--- config.mk ---
export PLATFORM = sky130hd
export DESIGN_NAME = adder_sub_unit
export DESIGN_NICKNAME = d
export VERILOG_FILES = /design/src/rtl/adder_sub_unit.sv
export SDC_FILE = /design/constraint.sdc
export NUM_CORES = 1
export LEC_CHECK = 0
export ABC_AREA = 0
export ABC_CLOCK_PERIOD_IN_PS = 10300
export CORE_MARGIN = 8
export CORE_UTILIZATION = 36
export DETAILED_ROUTE_END_ITERATION = 8
export GPL_TIMING_DRIVEN = 0
export PLACE_DENSITY = 0.82
export SYNTH_ARGS = -nofsm -noshare
export SYNTH_HDL_FRONTEND = slang
export SYNTH_SLANG_ARGS = --single-unit
--- constraint.sdc ---
create_clock -name vclk -period 10.3
set_input_delay 2.06 -clock vclk [all_inputs]
set_output_delay 2.06 -clock vclk [all_outputs]
set_load 0.005 [all_outputs]
--- src/rtl/adder_sub_unit.sv ---
// adder_sub_unit: WIDTH-bit two's-complement add (cin=0) / subtract (cin=1) with CLA_BLOCK lookahead groups.
// Define ADDER_SUB_OUT_REG_EN to register sum/cout/ovf for one cycle of latency; otherwise purely combinational.
module adder_sub_unit #(
  parameter int WIDTH     = 32,
  parameter int CLA_BLOCK = 4
) (
  input  logic             clk,
  input  logic             rst,
  input  logic [WIDTH-1:0] a,
  input  logic [WIDTH-1:0] b,
  input  logic             cin,
  output logic [WIDTH-1:0] sum,
  output logic             cout,
  output logic             ovf
);
  localparam int NG = WIDTH / CLA_BLOCK;
  if (WIDTH < 4 || WIDTH % CLA_BLOCK != 0) begin : g_bad_params
    $error("adder_sub_unit: WIDTH must be >= 4 and a multiple of CLA_BLOCK");
  end
  logic [WIDTH-1:0] w_b_eff, w_g, w_p, w_sum;
  logic [WIDTH:0]   w_c;
  logic             w_cout, w_ovf, w_t, w_acc;
  assign w_b_eff = b ^ {WIDTH{cin}};
  assign w_g     = a & w_b_eff;
  assign w_p     = a ^ w_b_eff;
  // Each carry inside a group is a flat sum-of-products of the group's g/p and its carry-in;
  // only the group carry-outs ripple from one group to the next.
  always_comb begin
    w_c    = '0;
    w_c[0] = cin;
    w_t    = 1'b0;
    w_acc  = 1'b0;
    for (int n = 0; n < NG; n++) begin
      for (int j = 1; j <= CLA_BLOCK; j++) begin
        w_t = w_c[n*CLA_BLOCK];
        for (int m = 0; m < j; m++) w_t = w_t & w_p[n*CLA_BLOCK+m];
        w_acc = w_t;
        for (int k = 0; k < j; k++) begin
          w_t = w_g[n*CLA_BLOCK+k];
          for (int m = k + 1; m < j; m++) w_t = w_t & w_p[n*CLA_BLOCK+m];
          w_acc = w_acc | w_t;
        end
        w_c[n*CLA_BLOCK+j] = w_acc;
      end
    end
  end
  assign w_sum  = w_p ^ w_c[WIDTH-1:0];
  assign w_cout = w_c[WIDTH];
  assign w_ovf  = w_c[WIDTH] ^ w_c[WIDTH-1];
`ifdef ADDER_SUB_OUT_REG_EN
  logic [WIDTH-1:0] r_sum;
  logic             r_cout, r_ovf;
  always_ff @(posedge clk or posedge rst) begin
    if (rst) begin
      r_sum  <= '0;
      r_cout <= 1'b0;
      r_ovf  <= 1'b0;
    end else begin
      r_sum  <= w_sum;
      r_cout <= w_cout;
      r_ovf  <= w_ovf;
    end
  end
  assign sum  = r_sum;
  assign cout = r_cout;
  assign ovf  = r_ovf;
`else
  logic w_unused;
  assign w_unused = clk ^ rst;
  assign sum  = w_sum;
  assign cout = w_cout;
  assign ovf  = w_ovf;
`endif
endmodule

==> out/summary.txt <==
FFs & Latches - 0
first drt pass iteration count - 4
Post-Syn Area - 0.00163 sq mm
worst hold-check path type - input pin to output pin
met2 wire length - 3630 um
kind of critical path - input pin to output pin
Hold Path Cell Cnt - 4
Avg WL per Cell - 16.8 um
DR iter-0 viols - 39
area delta synth->final - 105%
Post-DRT Antenna Nets - 0
Hold Fails Final Rpt - 0
outcome - finished with violations
Worst Hold End - sum[27]
Mapped Cells - 193
Std-Cell Core Area - 0.00435 sq mm
CP Data Required Time - 8240 ps
Hold Startpoint - a[27]
VDD IR-drop max - 51.2 uV
Yosys top cell area share - 0.307
CP most frequent cell - o211ai_1
Initial Util - 0.374
Remaining Overflow, GRT - 0
Worst Path Arrival - 9180 ps
Startpoint Class - input pin
end-of-flow core utilization - 0.766
Yosys Warn Count - 0
Slew @ Worst Pin - 316 ps
Power, Total - 0.314 mW
final setup TNS - -5350 ps
Residual DRC - 0
Pleak - 1.60 nW
Horiz. Die Dim - 83.3 um
clock buf count - 0
Slew HR - 0.788
Syn Nets - 307
unrepaired setup endpoints after global routing - true
antenna violations before repair - 0
Port Buf Inserts - 99
HPWL Detailed - 4120 um
via count - 1919
P per Cell Area - 94.0 mW/mm^2
top routing layer in use - met4
Setup-failing EPs final - 9
total die area - 0.00694 sq mm
Top-Level Pins - 101
gr usage total - 0.190
Fmax - 0.0890 GHz
Yosys cell types - 18
overall routed net length - 6770 um
Final GP Congestion - 0.771
Synth area leader - ha_1
Seq/Total Area, Yosys - 0
met1 wire length - 2520 um
max incr delay on CP - 310 ps
Vias/cell - 4.75
failing checks - negative setup slack
row cnt - 24
nets@finish - 468
final period utilization - 1.09
share of layout cells above drive strength 1 - 0.310
maxcap violations - 0
largest net degree at the start of global routing - 11
register area - 0 sq um
CP max FO - 4
post-route insts no fill - 404
endpoint type of the worst setup path - output pin
final instance area - 0.00334 sq mm
met3 routed WL - 431 um
hold buffers post-CTS - 0
Final Max Slew Viols - 0
ANT cells - 0
syn_area_per_cell - 8.45 sq um
min cycle time layout - 11240 ps
first-pass GRT wire length - 11100 um
Die H - 83.3 um
area post-placement - 0.00280 sq mm
Area contributors post-synth - ha_1 (31%), xor2_1 (21%), fa_1 (8.6%)
placed cell count - 344
Crit-path slowest cell - mux2_4
Final WS setup - -940 ps
vias in the first global route - 2218
Yosys cell counts:
master and count:
xor2_1 40, buf_4 3, nor2_1 16, mux2i_1 1, mux2_4 1, o211ai_1 8
a21o_2 1, nand2_1 7, nand2_2 1, a21oi_1 8, buf_8 1, a21boi_1 7
o21a_1 8, xnor2_1 16, or2_2 7, ha_1 40, fa_1 7, inv_1 21
layer usage:
layer | vias up | global-route usage
li1 | 952 | -
met1 | 877 | 0.193
met2 | 76 | 0.367
met3 | 14 | 0.0400
met4 | 0 | 0.0703
met5 | - | 0
cells in the final DEF, fill, tap and decap left out, types with 2 or more instances in the layout:
cell type        netlist  layout
a21boi_1               7       5
a21boi_2               0       2
a21oi_1                8       8
buf_2                  0       7
buf_4                  3      45
buf_6                  0      21
clkdlybuf4s50_1        0      84
fa_1                   7       5
fa_2                   0       2
ha_1                  40      32
ha_4                   0       7
inv_1                 21      19
inv_2                  0       2
nand2_1                7       5
nand2_2                1       3
nor2_1                16      11
nor2_2                 0       3
nor2_4                 0       2
o211ai_1               8       8
o21a_1                 8       8
or2_4                  0       7
xnor2_1               16      16
xor2_1                40      39
where the power goes:
part	switching, mW	leakage, nW	internal, mW	total, mW
registers	0	0	0	0
logic	0.123	1.60	0.191	0.314
clock network	0	0	0	0
total	0.123	1.60	0.191	0.314
worst max-delay path, delay by kind of cell:
family | cells | cell delay [ps]
buffers and inverters | 4 | 440
adder cells (fa/ha/maj) | 9 | 1560
multiplexers | 1 | 310
AO/OA/AOI/OAI | 15 | 2790
AND/OR/NAND/NOR | 8 | 1880
XOR/XNOR | 1 | 140
per-stage QoR:
stage | setup WS [ps] | hold WS, ps
after floorplan | -48.7 | 4260
after global placement | -1370 | 5240
after detailed placement | -1460 | 5240
after CTS | -731 | 4920
after global routing | -1280 | 4950
final | -940 | 4930
worst max path at each step:
stage / start / cells after the start / slack [ps] / endpoint
6_report: cin / 38 / -940 / ovf
5_1_grt: cin / 38 / -1280 / ovf
4_1_cts: cin / 38 / -730 / ovf
2_1_floorplan: cin / 36 / -50 / ovf
3_5_place_dp: cin / 38 / -1460 / ovf
3_3_place_gp: cin / 38 / -1370 / ovf
logic make-up after synthesis:
group                      Yosys count  synth area share
and+or+nand+nor                     31            0.0837
buffers and inverters               25            0.0714
xor gates and xnor gates            56             0.301
AOI/OAI and AO/OA                   32             0.136
adders and majority gates           47             0.393
muxes                                2            0.0153
timing repair:
| item | in CTS | in global routing |
|---|---|---|
| buffers inserted | 79 | 5 |
| pin swaps | 36 | 43 |
| gates cloned | 0 | 0 |
| endpoints found under the setup margin | 10 | 13 |
| gates resized for setup | 75 | 23 |
final cells by class:
cell class,instances,area (sq um)
Multi-Input combinational cell,168,1670
Timing Repair Buffer,159,1470
Fill cell,288,1020
Inverter,21,78.8
Tap cell,52,65.1
Buffer,4,53.8
Power figures use the tool's default switching activity.
